### src/rtl/pcie_phy_pkg.sv
`default_nettype none
// ============================================================================
//  Module   : pcie_phy_pkg
//  Purpose  : Shared PHY definitions: the default COM (K28.5) symbol value and
//             the link-training state type used by the serializer.
//  Contents : COM_BYTE_DEFAULT  - 8-bit idle/sync symbol
//             link_state_e      - SYNC / LINK link state
//  Revision : 1.0 - initial release
// ============================================================================
package pcie_phy_pkg;

    // K28.5 comma symbol; used both as sync pattern and as idle fill.
    localparam logic [7:0] COM_BYTE_DEFAULT = 8'hBC;

    typedef enum logic [0:0] {
        ST_SYNC = 1'b0,
        ST_LINK = 1'b1
    } link_state_e;

endpackage : pcie_phy_pkg
`default_nettype wire

### src/rtl/par_to_serial_if.sv
`default_nettype none
// ============================================================================
//  Module   : par_to_serial_if
//  Purpose  : Byte-in / bit-out handshake bundle of the parallel-to-serial
//             converter.
//  Signals  : data_in    [WIDTH] parallel byte offered by the source
//             valid_in   [1]     data_in holds a byte to send
//             ready_out  [1]     serializer accepts a byte on this edge
//             data_out   [1]     serial bit stream, MSB first
//             active_out [1]     current symbol on data_out is data, not COM
//             synced_out [1]     link has finished its sync sequence
//  Modports : master - byte source / serial sink (testbench or upstream)
//             slave  - the serializer
//  Revision : 1.0 - initial release
// ============================================================================
interface par_to_serial_if #(
    parameter int WIDTH = 8
) ();

    logic [WIDTH-1:0] data_in;
    logic             valid_in;
    logic             ready_out;
    logic             data_out;
    logic             active_out;
    logic             synced_out;

    modport master (
        output data_in,
        output valid_in,
        input  ready_out,
        input  data_out,
        input  active_out,
        input  synced_out
    );

    modport slave (
        input  data_in,
        input  valid_in,
        output ready_out,
        output data_out,
        output active_out,
        output synced_out
    );

endinterface : par_to_serial_if
`default_nettype wire

### src/rtl/par_to_serial.sv
`default_nettype none
// ============================================================================
//  Module   : par_to_serial
//  Purpose  : Serializes parallel bytes onto a 1-bit stream, MSB first.
//             After reset it emits SYNC_COMS COM symbols, then enters LINK
//             and accepts one byte per 8-bit symbol slot; empty slots are
//             filled with COM.
//  Ports    : clk_32f - bit-rate clock, all flops on its rising edge
//             reset   - synchronous, active-high reset
//             bus     - par_to_serial_if.slave (data_in, valid_in,
//                       ready_out, data_out, active_out, synced_out)
//  Revision : 1.0 - initial release
// ============================================================================
module par_to_serial
    import pcie_phy_pkg::*;
#(
    parameter int               WIDTH     = 8,
    parameter logic [WIDTH-1:0] COM_BYTE  = WIDTH'(COM_BYTE_DEFAULT),
    parameter int               SYNC_COMS = 4
) (
    input  wire logic        clk_32f,
    input  wire logic        reset,
    par_to_serial_if.slave   bus
);

    localparam int CNT_W = $clog2(SYNC_COMS + 1);

    logic [2:0]       bit_cnt_q;
    logic [WIDTH-1:0] shift_q;
    logic [CNT_W-1:0] com_cnt_q;
    link_state_e      state_q;
    logic             active_q;
    logic             synced_q;

    logic             boundary;
    logic             accept;

    // A symbol slot ends when the bit counter reaches 7; the next symbol is
    // loaded on that edge.
    assign boundary = (bit_cnt_q == 3'd7);

    // ready is decoded purely from registers so the source sees a stable
    // acceptance window for the whole boundary cycle.
    assign bus.ready_out = (state_q == ST_LINK) && boundary;
    assign accept        = bus.valid_in && bus.ready_out;

    assign bus.data_out   = shift_q[WIDTH-1];
    assign bus.active_out = active_q;
    assign bus.synced_out = synced_q;

    always_ff @(posedge clk_32f) begin
        if (reset) begin
            bit_cnt_q <= 3'd0;
            shift_q   <= '0;
            com_cnt_q <= '0;
            state_q   <= ST_SYNC;
            active_q  <= 1'b0;
            synced_q  <= 1'b0;
        end else begin
            bit_cnt_q <= bit_cnt_q + 3'd1;

            if (boundary) begin
                // accept is never true in SYNC, so SYNC always loads COM.
                if (accept) begin
                    shift_q  <= bus.data_in;
                    active_q <= 1'b1;
                end else begin
                    shift_q  <= COM_BYTE;
                    active_q <= 1'b0;
                end

                if (state_q == ST_SYNC) begin
                    com_cnt_q <= com_cnt_q + CNT_W'(1);
                    // This boundary loads the last sync COM.
                    if (com_cnt_q == CNT_W'(SYNC_COMS - 1)) begin
                        state_q  <= ST_LINK;
                        synced_q <= 1'b1;
                    end
                end
            end else begin
                shift_q <= {shift_q[WIDTH-2:0], 1'b0};
            end
        end
    end

endmodule : par_to_serial
`default_nettype wire

### src/flat_wrapper.sv
// flat-port wrapper written by rule: the top's interface ports become plain ports
module par_to_serial_flat import pcie_phy_pkg::*;
#(
    parameter int               WIDTH     = 8,
    parameter logic [WIDTH-1:0] COM_BYTE  = WIDTH'(COM_BYTE_DEFAULT),
    parameter int               SYNC_COMS = 4
)
  (clk_32f, reset, bus_data_in, bus_valid_in, bus_ready_out, bus_data_out, bus_active_out, bus_synced_out);
  par_to_serial_if #(.WIDTH(WIDTH)) bus_i ();
  input  wire logic clk_32f;
  input  wire logic reset;
  input wire logic [$bits(bus_i.data_in)-1:0] bus_data_in;
  input wire logic [$bits(bus_i.valid_in)-1:0] bus_valid_in;
  output wire logic [$bits(bus_i.ready_out)-1:0] bus_ready_out;
  output wire logic [$bits(bus_i.data_out)-1:0] bus_data_out;
  output wire logic [$bits(bus_i.active_out)-1:0] bus_active_out;
  output wire logic [$bits(bus_i.synced_out)-1:0] bus_synced_out;
  assign bus_i.data_in = bus_data_in;
  assign bus_i.valid_in = bus_valid_in;
  assign bus_ready_out = bus_i.ready_out;
  assign bus_data_out = bus_i.data_out;
  assign bus_active_out = bus_i.active_out;
  assign bus_synced_out = bus_i.synced_out;
  par_to_serial #(.WIDTH(WIDTH), .COM_BYTE(COM_BYTE), .SYNC_COMS(SYNC_COMS)) u_core (.clk_32f(clk_32f), .reset(reset), .bus(bus_i));
endmodule
### config.mk
export PLATFORM = sky130hd
export DESIGN_NAME = par_to_serial_flat
export DESIGN_NICKNAME = d
export VERILOG_FILES = /design/src/rtl/pcie_phy_pkg.sv /design/src/rtl/par_to_serial_if.sv /design/src/rtl/par_to_serial.sv /design/src/flat_wrapper.sv
export SDC_FILE = /design/constraint.sdc
export NUM_CORES = 1
export LEC_CHECK = 0
export CAP_MARGIN = 20
export CORE_ASPECT_RATIO = 2
export CORE_MARGIN = 2
export CORE_UTILIZATION = 25
export DETAILED_ROUTE_END_ITERATION = 8
export PLACE_DENSITY = 0.47
export SYNTH_ARGS = -nofsm -noshare
export SYNTH_HDL_FRONTEND = slang
export SYNTH_SLANG_ARGS = --single-unit
### constraint.sdc
create_clock -name clk_32f -period 2.7 [get_ports clk_32f]
set_input_delay 0.405 -clock clk_32f [delete_from_list [all_inputs] [get_ports clk_32f]]
set_output_delay 0.405 -clock clk_32f [all_outputs]
set_load 0.05 [all_outputs]
==> metrics.md <==
| Metric | Value |
|---|---|
| Pwr per Cell Area | 551 nW/um^2 |
| Worst reg2reg path depth | 6 |
| Area taken by multi-input logic gates | 287 sq um |
| Share of total power in combinational logic | 5.7% |
| Rel. slew slack | 59.4% |
| GR Layer Usage met1 | 8.17% |
| Commonest cells after routing, fill and taps aside | dfxtp_1, nor2_1, clkdlybuf4s50_1, a211oi_1, a21oi_1 |
| Seq pwr share | 54.2% |
| RSZ-0062 raised after global routing | no |
| Clk pin slew, worst setup/hold paths | 0.07 ns |
| CTS Buffer Depth | 2 |
| Fin. max-slew vios | 0 |
| Core area | 2540 sq um |
| Worst Max-Slew Pin Slew | 0.608 ns |
| GR Util All Layers | 9.58% |
| Final nets | 98 |
| HP Class | reg2reg |
| Post-route cell area | 860 sq um |
| Fillers | 289 |
| Post-Route WL | 1280 microns |
| R2R Path End | u_core.com_cnt_q[1] |
| Antenna cells | 0 |
| Vias | 490 |
| H-tree depth | 1 |
| Total gr overflow | 0 |
| Required time of the critical path | 2.30 ns |
| Syn Nets | 82 |
| DP HPWL | 902 microns |
| I/O Pins | 15 |
| Net Switching | 0.0000989 W |
| Crit path max-delay family | buffers and inverters |
| Average cell area after synthesis | 9.82 sq um |
| Share of layout cells above drive strength 1 | 8.54% |
| Worst Hold Depth | 1 |
| Cells after Synth | 67 |
| R2r startpoint | u_core.bit_cnt_q[0] |
| Tcrit/Tclk final | 82.7% |
| FF/Latch Area | 340 sq um |
| Sw Ratio | 20.9% |
| Row cnt | 26 |
| Critical-path maximum fanout | 2 |
| Clock sinks | 17 |
| Starting Density | 25.9% |
| Max-cap viol count | 0 |
| Synth cell types | 21 |
| Post-CTS sizing | 0 |
| Lkg Pwr | 0.315 nW |
| Post-synthesis sequential area ratio | 51.7% |
| Min-delay src | u_core.bit_cnt_q[0] |
| Area Overhead vs Synth | 30.6% |
| Met2 Use GR | 16.1% |
| Worst setup EP type | output pin |
| Post-synthesis cell area | 658 sq um |
| Startpoint Class | register |
| Die ar. | 3080 sq um |
| DR iter-0 viols | 8 |
| Post-CTS Hold Buffers | 0 |
| Die outline height | 76.6 microns |
| Synthesized flop and latch total | 17 |
| Worst-Skew Late Latency | 0.25 ns |
| CTS root buf | clkbuf_8 |
| Wire per inst | 11.6 microns |
| Detail Route Antenna Nets | 0 |
| Arrival time at the worst endpoint | 1.83 ns |
| Final setup viols | 0 |
| Global route hottest layer | met2 |
| Levels on crit path | 4 |
| CP dominant cell by count | ha_1 |
| Internal Dissipation | 0.000375 W |
| Skew final | 0.000904 ns |
| End of the worst hold path | u_core.bit_cnt_q[0] |
| Clock Power Share | 40.1% |
| I/O Buffers | 14 |
| M3 GR Usage | 1.75% |
| CP Cell Sequence | ha_1 > ha_1 > and2_1 > clkdlybuf4s50_1 |
| Post-DP Area | 813 sq um |
| Worst VDD drop | 0.000228 V |
| Commonest non-fill, non-tap cell in the layout | dfxtp_1 |
| Final Core Density | 33.9% |
| Drt first pass iters | 2 |
| Initial antenna violation count | 0 |
| Worst reg-to-reg setup slack | 1.22 ns |
| Critical-path top delay cell | clkdlybuf4s50_1 |
| Fmax | 0.448 GHz |
| Post-CTS Setup Bufs | 0 |
| Vias in the first global route | 497 |
| First-pass GRT wire length | 1970 microns |
| GP Congestion | 0.649 |
| Setup TNS | 0 ns |
| Yosys Warn Count | 0 |
| Inserted Clock Buffers | 3 |
| Post-layout minimum cycle time | 2.23 ns |
| CTS tree | yes |
| DRC viols | 0 |
| Die span in x | 40.3 microns |
| Total chip power | 0.000474 W |
| Final Hold Fails | 0 |
| Largest stage delay on the critical path | 0.80 ns |
| WP buf/inv | 1 |
| Drt via density | 4.45 |
| Status | completed |
| Largest net degree at the start of global routing | 19 |
| CP Class | reg2out |
==> worst register-to-register path, stage by stage, from the launching register on <==
cell and delay [ns]:
dfxtp_1 0.33, ha_1 0.16, ha_1 0.15, buf_4 0.21, nor2b_4 0.25, mux2i_1 0.20, nor2_1 0.05
==> metrics by stage <==
step           worst slack (ns)  instances  hold WS (ns)
2_1_floorplan              1.15         67         0.399
3_3_place_gp              0.763        106         0.409
3_5_place_dp              0.730        106         0.421
4_1_cts                   0.442        110         0.431
5_1_grt                   0.338        110         0.475
6_report                  0.466        110         0.425
==> layer usage <==
metal  vias to the layer above  routed length (microns)  share of wire [%]
met4                         0                       38                3.0
met3                         4                       71                5.6
met2                        12                      662                 52
met5                         -                        0                  0
met1                       219                      505                 40
li1                        255                        -                  -
==> synthesized netlist by cell type <==
cell type   n  area share (%)
ha_1        4             7.6
buf_2       1            0.76
nor2b_1     2             1.9
nand3_1     1            0.76
nor2b_4     1             2.1
and2_1      1            0.95
xnor2_1     1             1.3
inv_1       1            0.57
buf_6       1             1.7
and4b_1     1             1.5
a211oi_1    5             5.7
nand2_1     1            0.57
a211oi_2    1             1.9
nor2_1     16             9.1
clkbuf_1    1            0.57
nand4_1     2             1.9
dfxtp_1    17              52
nand2b_1    3             2.9
mux2i_1     1             1.5
a21oi_1     5             3.8
buf_4       1             1.1
==> worst max path at each step <==
stage | endpoint | startpoint | slack, ns
after floorplan | bus_ready_out | u_core.bit_cnt_q[0] | 1.15
after global placement | bus_ready_out | u_core.bit_cnt_q[0] | 0.76
after detailed placement | bus_ready_out | u_core.bit_cnt_q[0] | 0.73
after CTS | bus_ready_out | u_core.bit_cnt_q[0] | 0.44
after global routing | bus_ready_out | u_core.bit_cnt_q[0] | 0.34
final | bus_ready_out | u_core.bit_cnt_q[0] | 0.47
==> layout make-up <==
cell class	instances	share of cell area (%)
flip-flops and latches	17	39.6
multi-input cells	45	33.3
repair buffers	15	17.2
clock buffers	3	4.80
well taps	28	4.08
clock inverters	1	0.582
inverters	1	0.437
==> sequential cells by signal (all words and copies together), names as in the netlist <==
signal                 count
u_core.shift_q             8
u_core.bit_cnt_q           3
u_core.com_cnt_q           3
u_core.bus.active_out      1
u_core.bus.synced_out      1
u_core.state_q             1
==> power by group through the flow <==
stage	clock [W]	sequential [W]	combinational, W
2_1_floorplan	0	0.000262	0.0000100
3_3_place_gp	0	0.000262	0.0000270
3_5_place_dp	0	0.000263	0.0000274
4_1_cts	0.000202	0.000257	0.0000278
5_1_grt	0.000207	0.000257	0.0000297
6_report	0.000190	0.000257	0.0000270
==> kinds of logic after synthesis <==
family | share of synthesized area, %
and+or+nand+nor | 21.7
DFF | 51.7
AOI/OAI and AO/OA | 11.4
buffers and inverters | 4.75
adders and majority gates | 7.60
xor gates and xnor gates | 1.33
muxes | 1.52
Power figures use the tool's default switching activity.
==> RTL change 1, RTL diff (same flow settings) <==
`WIDTH` is set to 8 in 3 places; all go to 10.
--- a/src/rtl/par_to_serial_if.sv
+++ b/src/rtl/par_to_serial_if.sv
@@ -14,7 +14,7 @@
 //  Revision : 1.0 - initial release
 // ============================================================================
 interface par_to_serial_if #(
-    parameter int WIDTH = 8
+    parameter int WIDTH = 10
 ) ();
 
     logic [WIDTH-1:0] data_in;
--- a/src/rtl/par_to_serial.sv
+++ b/src/rtl/par_to_serial.sv
@@ -14,7 +14,7 @@
 module par_to_serial
     import pcie_phy_pkg::*;
 #(
-    parameter int               WIDTH     = 8,
+    parameter int               WIDTH     = 10,
     parameter logic [WIDTH-1:0] COM_BYTE  = WIDTH'(COM_BYTE_DEFAULT),
     parameter int               SYNC_COMS = 4
 ) (
--- a/src/flat_wrapper.sv
+++ b/src/flat_wrapper.sv
@@ -1,7 +1,7 @@
 // flat-port wrapper written by rule: the top's interface ports become plain ports
 module par_to_serial_flat import pcie_phy_pkg::*;
 #(
-    parameter int               WIDTH     = 8,
+    parameter int               WIDTH     = 10,
     parameter logic [WIDTH-1:0] COM_BYTE  = WIDTH'(COM_BYTE_DEFAULT),
     parameter int               SYNC_COMS = 4
 )
Interface: changed (resized bus_data_in); port bits go from 15 to 17. No check against the original RTL was run, so the function may have changed too.
==> RTL change 1 against the unedited design <==
  * Clock power up 2%
  * Setup slack better by 0.34 ns
  * Largest cell class unchanged
  * Power rose by 7.6%
  * Die area rose by 9.8%
  * Count of clock-buffer cells in the layout is 1 higher
  * Non-clock buffer count is 2 higher
  * Hold slack better by 0.0028 ns
  * Synthesized area grew 11%
  * Wire length up 7.0%
  * Synthesized cell count increased by 12%
  * First-iteration DRC count increased by 75%
  * Critical endpoint unchanged
  * Sequential cell count increased by 2
  * Cell count rose by 10%
  * Highest routed layer unchanged
  * Design area up 11%
==> RTL change 1: results (changes against the unedited design) <==
* Vias per cell at 4.512 (was 4.455)
* Leak Pwr at 0.0003488 uW (was 0.0003150 uW)
* DRT iter0 DRCs at 14 (was 8)
* Top flop regs: u_core.shift_q: 10 flops, u_core.bit_cnt_q: 3 flops, u_core.com_cnt_q: 3 flops (was u_core.shift_q: 8 flops, u_core.bit_cnt_q: 3 flops, u_core.com_cnt_q: 3 flops)
* Slew @ Worst Pin at 0.6817 ns (was 0.6078 ns)
* Crit path max-delay family: adder cells (was buffers and inverters)
* Cell variety after synth at 19 (was 21)
* Drt pass-1 iters at 3 (was 2)
* Placed cell area at 907.1 um^2 (was 813.3 um^2)
* Top cells by count, synth: 19 x dfxtp_1, 16 x nor2_1, 6 x a21oi_1 (was 17 x dfxtp_1, 16 x nor2_1, 5 x a211oi_1, 5 x a21oi_1, 4 x ha_1)
* Status: completed (unchanged)
* Layout cells sized above 1 at 10.87% (was 8.537%)
* Largest net degree at the start of global routing at 20 (was 19)
* Number of fill cells at 292 (was 289)
* R2r endpoint: u_core.com_cnt_q[1]$_SDFFE_PP0P_ (unchanged)
* Worst r2r path cells at 5 (was 6)
* Peak supply drop at 246.3 uV (was 228.0 uV)
* IO buf count at 16 (was 14)
* Worst-path maximum fanout at 10 (was 2)
* Syn_nets at 92 (was 82)
* WHS at 0.4275 ns (was 0.4247 ns)
* Slowest stage delay, CP at 0.32 ns (was 0.80 ns)
* Crit path DAT at 1.49 ns (was 1.83 ns)
* First-pass GRT wire length at 2311 um (was 1966 um)
* Gp weighted congestion at 0.6749 (was 0.6485)
* Post-DP HPWL at 1023 um (was 902.2 um)
* Post-detailed-routing wire length at 1367 um (was 1277 um)
* Post-synthesis sequential area ratio at 52.23% (was 51.71%)
* Skew final at 0.001348 ns (was 0.0009037 ns)
RTL change 1: logic make-up after synthesis:
family	synth area share (%)
XOR/XNOR	1.203
buffers and inverters	3.608
AO/OA/AOI/OAI	11.00
flip-flops	52.23
AND/OR/NAND/NOR	22.34
adder cells (fa/ha/maj)	6.873
multiplexers	2.749
RTL change 1: layer usage:
layer	routed length [um]	up-vias	track usage, %
met5	0	-	0
met4	34	0	7.813
met3	89	4	2.472
met2	693	13	15.54
met1	549	243	8.779
li1	-	286	-
RTL change 1: metrics by stage:
| step | setup slack, ns | total power (uW) | instances |
|---|---|---|---|
| 2_1_floorplan | 1.324 | 303.1 | 75 |
| 3_3_place_gp | 0.9901 | 321.9 | 117 |
| 3_5_place_dp | 0.9641 | 323.1 | 117 |
| 4_1_cts | 0.7799 | 520.0 | 121 |
| 5_1_grt | 0.7330 | 535.2 | 121 |
| 6_report | 0.8079 | 509.5 | 121 |
RTL change 1: layout make-up:
cell class | count | area [um^2] | area share [%]
Sequential cell | 19 | 380.4 | 39.95
Multi-Input combinational cell | 51 | 321.6 | 33.77
Timing Repair Buffer | 17 | 165.2 | 17.35
Clock buffer | 4 | 45.04 | 4.731
Tap cell | 29 | 36.28 | 3.811
Inverter | 1 | 3.754 | 0.3942
RTL change 1: report_power, final:
part           internal [uW]  total, uW  switching [uW]
Sequential               285        286            1.61
Combinational           19.7       29.7            9.99
Clock                    105        194            88.8
Total                    409        509             100
==> RTL change 2, RTL diff (same settings) <==
Without the edit above. Make the reset (`reset`) asynchronous in one clocked block. Comments in the files are not updated.
--- a/src/rtl/par_to_serial.sv
+++ b/src/rtl/par_to_serial.sv
@@ -48,7 +48,7 @@
     assign bus.active_out = active_q;
     assign bus.synced_out = synced_q;
 
-    always_ff @(posedge clk_32f) begin
+    always_ff @(posedge clk_32f or posedge reset) begin
         if (reset) begin
             bit_cnt_q <= 3'd0;
             shift_q   <= '0;
Behaviour: differs if reset is asserted again (counterexample within 10 cycles, from zero or initial values and one cycle with reset high); with reset held inactive, the same outputs for 10 cycles.
==> RTL change 2 against the unedited design <==
  * Combinational power is 34% higher
  * Clock skew barely moved
  * Critical path depth unchanged
  * Design area up 4.4%
  * Critical endpoint unchanged
  * Synthesized area up 6.3%
  * Die area increased by 5.8%
  * Wire length is 11% lower
  * Power up 3.1%
  * Sequential cell count unchanged
  * Setup slack better by 0.097 ns
  * Count of clock-buffer cells in the layout increased by 1
  * Highest routed layer unchanged
==> RTL change 2: results (changes against the unedited design) <==
* Max stage delay cell, worst path: ha_1 (was clkdlybuf4s50_1)
* Reg2reg setup slack at 0.94 ns (was 1.22 ns)
* Vias in the first global route at 437 (was 497)
* Cell variety after synth at 18 (was 21)
* Hold path start: u_core.bit_cnt_q[0]$_DFF_PP0_ (was u_core.bit_cnt_q[0]$_SDFF_PP0_)
* Slowest stage delay, CP at 0.53 ns (was 0.80 ns)
* Post-synthesis compound-gate area fraction at 8.408% (was 11.41%)
* Layout cells sized above 1 at 13.70% (was 8.537%)
* Final period util at 79.15% (was 82.74%)
* Post-Synthesis Cells at 58 (was 67)
* First-pass GRT wire length at 1883 um (was 1966 um)
* Status: completed (unchanged)
* Mux cell area share after synthesis at 5.188% (was 1.521%)
* Synth area leaders: dfrtp_1 61%, ha_1 7.2%, inv_1 5.4%, a31oi_1 4.5%, nor2_1 2.7% (was dfxtp_1 52%, nor2_1 9.1%, ha_1 7.6%, a211oi_1 5.7%, a21oi_1 3.8%)
* Pint at 384.2 uW (was 374.7 uW)
* Leak Pwr at 0.0004460 uW (was 0.0003150 uW)
* Largest net degree at the start of global routing at 20 (was 19)
* Drt wl/cell at 11.20 um (was 11.61 um)
* Flop pwr share at 53.7% (was 54.2%)
* Post-DP HPWL at 815.7 um (was 902.2 um)
* WHS at 0.4367 ns (was 0.4247 ns)
* Share of the synthesized area in the top cell type at 60.82% (was 51.71%)
* Sw power at 104.2 uW (was 98.91 uW)
* Dpl cells at 98 (was 106)
* Adder-cell share of the synthesized area at 7.156% (was 7.605%)
* Post-synthesis sequential area ratio at 60.82% (was 51.71%)
* Vias per cell at 4.353 (was 4.455)
* Peak supply drop at 291.2 uV (was 228.0 uV)
* Gp weighted congestion at 0.6747 (was 0.6485)
* Gr usage total at 7.869% (was 9.580%)
* Worst-path maximum fanout at 19 (was 2)
* Top cells by count, synth: 17 x dfrtp_1, 10 x inv_1, 5 x a31oi_1, 5 x nor2_1, 4 x ha_1 (was 17 x dfxtp_1, 16 x nor2_1, 5 x a211oi_1, 5 x a21oi_1, 4 x ha_1)
* Fin nets at 89 (was 98)
* Syn_nets at 73 (was 82)
* Placed cell area at 852.1 um^2 (was 813.3 um^2)
* DRT iter0 DRCs at 12 (was 8)
* IO buf count at 14 (unchanged)
* Drt pass-1 iters at 3 (was 2)
* Post-detailed-routing wire length at 1142 um (was 1277 um)
* Crit path DAT at 1.73 ns (was 1.83 ns)
* Post-Synth XOR/XNOR Area at 1.252% (was 1.331%)
* Dpl ws at 0.8331 ns (was 0.7295 ns)
* R2r endpoint: u_core.com_cnt_q[1]$_DFFE_PP0P_ (was u_core.com_cnt_q[1]$_SDFFE_PP0P_)
[RTL change 2: cell count changes after synthesis, sizes merged, moves of 3 or more]
cell    unedited run  this run
nand2b             3         0
a21oi              5         0
a211oi             6         0
dfxtp             17         0
nor2b              3         0
a31oi              0         5
inv                1        10
nor2              16         5
dfrtp              0        17
[RTL change 2: final cells by class]
| type | instances | area [um^2] |
|---|---|---|
| fill | 301 | 1805 |
| sequential | 17 | 425.4 |
| multi-input combinational | 28 | 215.2 |
| timing repair buffer | 14 | 137.6 |
| clock buffer | 4 | 45.04 |
| inverter | 10 | 37.54 |
| tap | 29 | 36.28 |
[RTL change 2: routing by layer]
layer  vias up  wire length [um]  GRT usage (%)
li1        217                 -              -
met3         5                61          1.818
met2        13               548          11.41
met1       209               481          8.696
met5         -                 0              0
met4         0                51          8.710
[RTL change 2: worst max-delay path: cells and delay by family, from the launching register on]
kind,cells,cell delay [ns]
adder cells (fa/ha/maj),2,0.69
flip-flops,1,0.36
AND/OR/NAND/NOR,1,0.24
buffers and inverters,1,0.19
